### config.mk
export PLATFORM = sky130hd
export DESIGN_NAME = bsram_rr_arbiter
export DESIGN_NICKNAME = d
export VERILOG_FILES = /design/src/rtl/bsram_rr_arbiter.sv
export SDC_FILE = /design/constraint.sdc
export NUM_CORES = 1
export LEC_CHECK = 0
export ABC_AREA = 1
export CAP_MARGIN = 5
export CORE_UTILIZATION = 37
export CTS_CLUSTER_DIAMETER = 200
export DETAILED_ROUTE_END_ITERATION = 7
export HOLD_SLACK_MARGIN = 0.02
export PLACE_DENSITY = 0.82
export SETUP_SLACK_MARGIN = 0.5
export SYNTH_ARGS = -nofsm -noshare
export SYNTH_HDL_FRONTEND = slang
export SYNTH_SLANG_ARGS = --single-unit
### constraint.sdc
create_clock -name clock -period 1.5 [get_ports clock]
set_input_delay 0.15 -clock clock [delete_from_list [all_inputs] [get_ports clock]]
set_output_delay 0.15 -clock clock [all_outputs]
set_load 0.1 [all_outputs]
### src/rtl/bsram_rr_arbiter.sv
// Two-requester round-robin front end for a byte-enabled, same-cycle-read BSRAM.
// Optional power-on clear of the whole array: define BSRAM_ARB_INIT_CLEAR_EN.
module bsram_rr_arbiter #(
    parameter int unsigned           CORE       = 0,
    parameter int unsigned           DATA_WIDTH = 32,
    parameter int unsigned           ADDR_WIDTH = 8,
    parameter logic [DATA_WIDTH-1:0] INIT_VALUE = '0
) (
    input  logic                          clock,
    input  logic                          reset,
    input  logic [1:0]                    reqValid,
    output logic [1:0]                    reqReady,
    input  logic [1:0]                    reqWrite,
    input  logic [2*(DATA_WIDTH/8)-1:0]   reqByteEnable,
    input  logic [2*ADDR_WIDTH-1:0]       reqAddress,
    input  logic [2*DATA_WIDTH-1:0]       reqWriteData,
    output logic [1:0]                    respValid,
    output logic [2*DATA_WIDTH-1:0]       respData,
    output logic                          memReadEnable,
    output logic [ADDR_WIDTH-1:0]         memReadAddress,
    input  logic [DATA_WIDTH-1:0]         memReadData,
    output logic                          memWriteEnable,
    output logic [DATA_WIDTH/8-1:0]       memWriteByteEnable,
    output logic [ADDR_WIDTH-1:0]         memWriteAddress,
    output logic [DATA_WIDTH-1:0]         memWriteData,
    output logic                          initDone
);
    localparam int unsigned BE_WIDTH = DATA_WIDTH / 8;

    if ((DATA_WIDTH % 8) != 0) begin : gBadWidth
        $error("bsram_rr_arbiter core %0d: DATA_WIDTH must be a multiple of 8", CORE);
    end

    typedef enum logic {INIT = 1'b0, RUN = 1'b1} arbState_e;

`ifdef BSRAM_ARB_INIT_CLEAR_EN
    localparam arbState_e RESET_STATE = INIT;
`else
    localparam arbState_e RESET_STATE = RUN;
`endif

    arbState_e             state, nextState;
    logic                  pointer, nextPointer;
    logic [ADDR_WIDTH-1:0] initCount, nextInitCount;
    logic [1:0]            grant;
    logic                  selSlot;
    logic                  selWrite;
    logic [ADDR_WIDTH-1:0] selAddress;
    logic [BE_WIDTH-1:0]   selByteEnable;
    logic [DATA_WIDTH-1:0] selWriteData;

    // State, priority pointer and clear counter.
    always_ff @(posedge clock) begin
        if (reset) begin
            state     <= RESET_STATE;
            pointer   <= 1'b0;
            initCount <= '0;
        end else begin
            state     <= nextState;
            pointer   <= nextPointer;
            initCount <= nextInitCount;
        end
    end

    // Arbitration, next state and BSRAM port drive.
    always_comb begin
        nextState          = state;
        nextPointer        = pointer;
        nextInitCount      = initCount;
        grant              = 2'b00;
        memReadEnable      = 1'b0;
        memReadAddress     = '0;
        memWriteEnable     = 1'b0;
        memWriteByteEnable = '0;
        memWriteAddress    = '0;
        memWriteData       = '0;

        case (state)
            INIT: begin
                memWriteEnable     = 1'b1;
                memWriteByteEnable = '1;
                memWriteAddress    = initCount;
                memWriteData       = INIT_VALUE;
                nextInitCount      = ADDR_WIDTH'(initCount + 1'b1);
                if (initCount == {ADDR_WIDTH{1'b1}}) begin
                    nextState = RUN;
                end
            end
            default: begin
                if (reqValid == 2'b11) begin
                    grant = pointer ? 2'b10 : 2'b01;
                end else begin
                    grant = reqValid;
                end
            end
        endcase

        selSlot       = grant[1];
        selWrite      = selSlot ? reqWrite[1] : reqWrite[0];
        selAddress    = selSlot ? reqAddress[2*ADDR_WIDTH-1 -: ADDR_WIDTH]
                                : reqAddress[ADDR_WIDTH-1:0];
        selByteEnable = selSlot ? reqByteEnable[2*BE_WIDTH-1 -: BE_WIDTH]
                                : reqByteEnable[BE_WIDTH-1:0];
        selWriteData  = selSlot ? reqWriteData[2*DATA_WIDTH-1 -: DATA_WIDTH]
                                : reqWriteData[DATA_WIDTH-1:0];

        if (grant != 2'b00) begin
            // Hand priority to the requester that was not just served.
            nextPointer = grant[0];
            if (selWrite) begin
                memWriteEnable     = 1'b1;
                memWriteByteEnable = selByteEnable;
                memWriteAddress    = selAddress;
                memWriteData       = selWriteData;
            end else begin
                memReadEnable  = 1'b1;
                memReadAddress = selAddress;
            end
        end
    end

    // One-cycle registered response; the ungranted slice keeps its old data.
    always_ff @(posedge clock) begin
        if (reset) begin
            respValid <= 2'b00;
            respData  <= '0;
        end else begin
            respValid <= grant;
            if (grant[0]) begin
                respData[DATA_WIDTH-1:0] <= reqWrite[0] ? '0 : memReadData;
            end
            if (grant[1]) begin
                respData[2*DATA_WIDTH-1 -: DATA_WIDTH] <= reqWrite[1] ? '0 : memReadData;
            end
        end
    end

    assign reqReady = grant;
    assign initDone = (state == RUN);

endmodule

==> results of run 1 <==
kinds of logic after synthesis:
family          share of synthesized area [%]
simple gates                             32.5
compound gates                           18.7
flops                                    39.5
buf+inv                                  9.00
fa+ha+maj                               0.325
through the flow:
step	util (%)	hold slack (ns)	worst slack [ns]	TNS, ns	instances
after floorplan	-	0.285	-0.678	-45.70	552
after global placement	86.7	0.462	-0.341	-22.63	948
after detailed placement	86.7	0.474	-0.399	-28.89	948
after CTS	94.8	0.353	-0.461	-22.60	983
timing repair:
action                     in CTS
pin swaps                       9
hold endpoints to repair        0
setup endpoints to repair     199
gates resized for setup        83
cloned                          8
buffers inserted               12
==> reports/metrics.yaml, run 1 <==
root_buffer: "clkbuf_8"
worst_endpoint_kind: "primary output"
synth_top_flop_cell: "dfxtp_1"
htree_levels: 3
synth.largest_area_cell: "dfxtp_1"
clkSinkCount: 76
postGrtWorstEndpoint: "memWriteByteEnable[3]"
ys_seq_area_share_pct: 39.5
firstError: "[ERROR DPL-0038] Utilization greater than 100%, impossible to legalize"
die_h_um: 104
dpl-instance-area_um2: 8590
initial_core_util_pct: 38.9
postCtsHoldBufs: 0
synth_top_area_share_pct: 39.5
placementRows: 36
netlist_area_um2: 3850
synth-async-reset-ratio_pct: 0
hpwlAfterDp_mm: 14.4
cts_buffers: 9
yosysMostFrequentCell: "nand2_1"
syn_inst: 552
synth-seq-cells: 76
yosysWarnings: 0
cts_buffer_depth: 2
avgSynthCellArea_um2: 6.97
io_pins: 249
synth.area.top_cells: "dfxtp_1, nand2_1, nand3_1"
synth_cell_types: 27
grt_max_degree: 33
port_buffers: 248
status: "did not finish"
die_w_um: 104
synth-edff-count: 0
gp_congestion: 1.01
synthTopCellsByCount: "nand2_1, dfxtp_1, nand3_1, a21oi_1, a21oi_2"
syn_nets: 679
failing_step: "global routing"
==> run 2, diff against run 1 <==
- CTS_CLUSTER_DIAMETER: 200 -> not set
- HOLD_SLACK_MARGIN: 0.02 -> not set
- PLACE_DENSITY: 0.82 -> not set
- PLACE_DENSITY_LB_ADDON: not set -> 0.15
- SETUP_SLACK_MARGIN: 0.5 -> not set
==> run 2 against run 1 <==
  * The flow now finishes, with violations (negative setup slack)
  * Synthesized area is the same
  * Synthesized cell count is the same
==> reports/metrics.yaml, run 2 <==
fmax_mhz: 516
relSlewSlack_pct: 73.2
skew_ns: 0.00886
initial_core_util_pct: 38.9
p_int_mw: 4.25
synth-compound-area-share_pct: 18.7
die_w_um: 104
critPathLaunchType: "flip-flop"
netlist_area_um2: 3850
power_density_nw_per_um2: 817
switching_share_pct: 42.3
synth-seq-cells: 76
largest_reg_flops: 64
dr.pass1.iters: 4
cts_buffer_depth: 2
required_ns: 1.35
yosysWarnings: 0
min_period_ns: 1.94
fin_crit_sh_pct: 129
drv_cap: 0
path_buf_inv: 5
p_clk_share_pct: 19.3
final_cell_mix: "nand2_1, buf_12, clkdlybuf4s50_1, dfxtp_1, a21oi_4"
gp_congestion: 0.924
switchingPower_mw: 3.11
clkTransAtPathRegs_ns: 0.07
via_per_inst: 5.34
final_common_cell: "nand2_1"
drc_errors: 0
totalWireLength_mm: 19.3
synth.largest_area_cell: "dfxtp_1"
syn_inst: 552
placementRows: 36
setup_violations: 56
synth-edff-count: 0
cp_max_fo: 7
fin_nets: 955
grt_setup_unrepaired: "true"
top_regs: "respData (64), initCount (8), respValid (2)"
root_buffer: "clkbuf_8"
cp_top_family: "buffers and inverters"
drv_slew: 0
slowest_stage: "dfxtp_2"
initialDrtViolationCount: 309
syn_nets: 679
synth-async-reset-ratio_pct: 0
combPwrFrac_pct: 51.3
setup_tns_ns: -21.57
post_route_cells_drive_above_1_share_pct: 36.9
violations: "negative setup slack"
io_pins: 249
avgSynthCellArea_um2: 6.97
post-route-util_pct: 90.9
grt_pass1_wl_mm: 27.2
area_delta_synth_final_pct: 134
synth_cell_types: 27
clk_latency_ns: 0.35
crit_type: "flip-flop to output pin"
htree_levels: 3
postCtsHoldBufs: 0
setup_slack_ns: -0.439
synth_top_area_share_pct: 39.5
cts_buffers: 9
cp.arrival_ns: 1.79
core_um2: 9910
status: "complete, but fails checks"
die-area_um2: 10800
port_buffers: 248
grt_overflow_total: 0
avgRoutedWirePerCell_um: 20.0
grt_pass1_vias: 5342
cp-end-kind: "output pin"
drtAntennaViolNets: 0
synth_xor_area_share_pct: 0
synthTopCellsByCount: "nand2_1, dfxtp_1, nand3_1, a21oi_1, a21oi_2"
leakagePower_nw: 3.48
grt_max_degree: 36
ys_seq_area_share_pct: 39.5
grt_use_total_pct: 32.0
worst_pin_slew_ns: 0.402
synthMuxAreaShare_pct: 0
cts_tree: "done"
hold_viol: 0
p_seq_share_pct: 29.4
vdd_drop_max_v: 0.000844
synth_top_family_by_area: "simple AND/OR/NAND/NOR gates"
synth.area.top_cells: "dfxtp_1, nand2_1, nand3_1"
r2r_setup_slack_ns: 0.02
clkSinkCount: 76
vias: 5154
synth_fa_ha_area_share_pct: 0.325
yosys.area_share.simple_pct: 32.5
antenna_found_initial: 2
cpMostUsedCell: "buf_6"
die_h_um: 104
hold_path_class: "input pin to flip-flop"
hpwlAfterDp_mm: 13.4
regMostFlops: "respData"
crit_chain: "inv_2, nand2_4, buf_6, buf_8, nand3_2, buf_6, a21oi_4, buf_12"
yosysMostFrequentCell: "nand2_1"
synth_top_flop_cell: "dfxtp_1"
cpPeakStageDelay_ns: 0.35
run 2: cell counts after synthesis:
No cell type changed its count.
run 2: worst reg2reg max path, stage by stage (launching register included):
cell	delay (ns)
dfxtp_4	0.38
buf_4	0.17
inv_2	0.13
buf_6	0.14
nand2_1	0.13
nor2_2	0.18
nand3_1	0.15
a21oi_1	0.14
run 2: power groups by stage:
stage	sequential [mW]	combinational [mW]	clock, mW
global route	2.17	3.87	1.54
finish	2.16	3.77	1.42
floorplan	2.67	1.65	0
global placement	2.20	3.54	0
detailed placement	2.21	3.60	0
CTS	2.16	3.66	1.45
run 2: kinds of logic after synthesis:
logic type | after synthesis
simple gates | 297
compound gates | 120
flops | 76
buf+inv | 58
fa+ha+maj | 1
run 2: what timing repair did:
| action | 4_1_cts | 5_1_grt |
|---|---|---|
| setup buffers | 2 | 5 |
| pin swaps | 3 | 9 |
| setup endpoints to repair | 58 | 64 |
| gates resized for setup | 28 | 43 |
| cloned | 0 | 2 |
run 2: layout make-up:
| type | count | area [µm²] |
|---|---|---|
| multi-input combinational | 418 | 2700 |
| clock inverter | 1 | 7.51 |
| timing repair buffer | 304 | 4350 |
| sequential | 76 | 1530 |
| antenna | 2 | 5.00 |
| tap | 133 | 166 |
| inverter | 19 | 86.3 |
| clock buffer | 12 | 166 |
| fill | 407 | 903 |
run 2: stage by stage:
step / cell area, µm² / hold slack, ns / power, mW / instances / setup slack [ns]
floorplan: 4390 / 0.293 / 4.32 / 552 / -0.678
global placement: 8450 / 0.460 / 5.74 / 941 / -0.299
detailed placement: 8450 / 0.469 / 5.81 / 941 / -0.402
CTS: 8750 / 0.374 / 7.27 / 956 / -0.403
global route: 9010 / 0.400 / 7.58 / 965 / -0.508
finish: 9010 / 0.387 / 7.36 / 965 / -0.439
run 2: routing by layer:
| layer | vias to the layer above | part of all wire [%] | track usage [%] |
|---|---|---|---|
| li1 | 2355 | - | - |
| met1 | 2448 | 34 | 30.7 |
| met2 | 275 | 53 | 60.6 |
| met3 | 76 | 6.7 | 8.15 |
| met4 | 0 | 6.2 | 19.7 |
| met5 | - | 0 | 0 |
run 2: path summary, 6_finish.rpt:
kind,endpoint,cells past startpoint,from
worst min-delay path,respData[43]$_SDFFE_PP0P_,3,memReadData[11]
worst max-delay path,memReadAddress[6],8,pointer$_SDFFE_PP0P_
worst max register to register,initCount[6]$_SDFFE_PP0N_,7,initDone$_SDFF_PP1_
worst min register to register,initCount[6]$_SDFFE_PP0N_,2,initCount[6]$_SDFFE_PP0N_
Note: power is estimated with default switching activity, not from simulation.
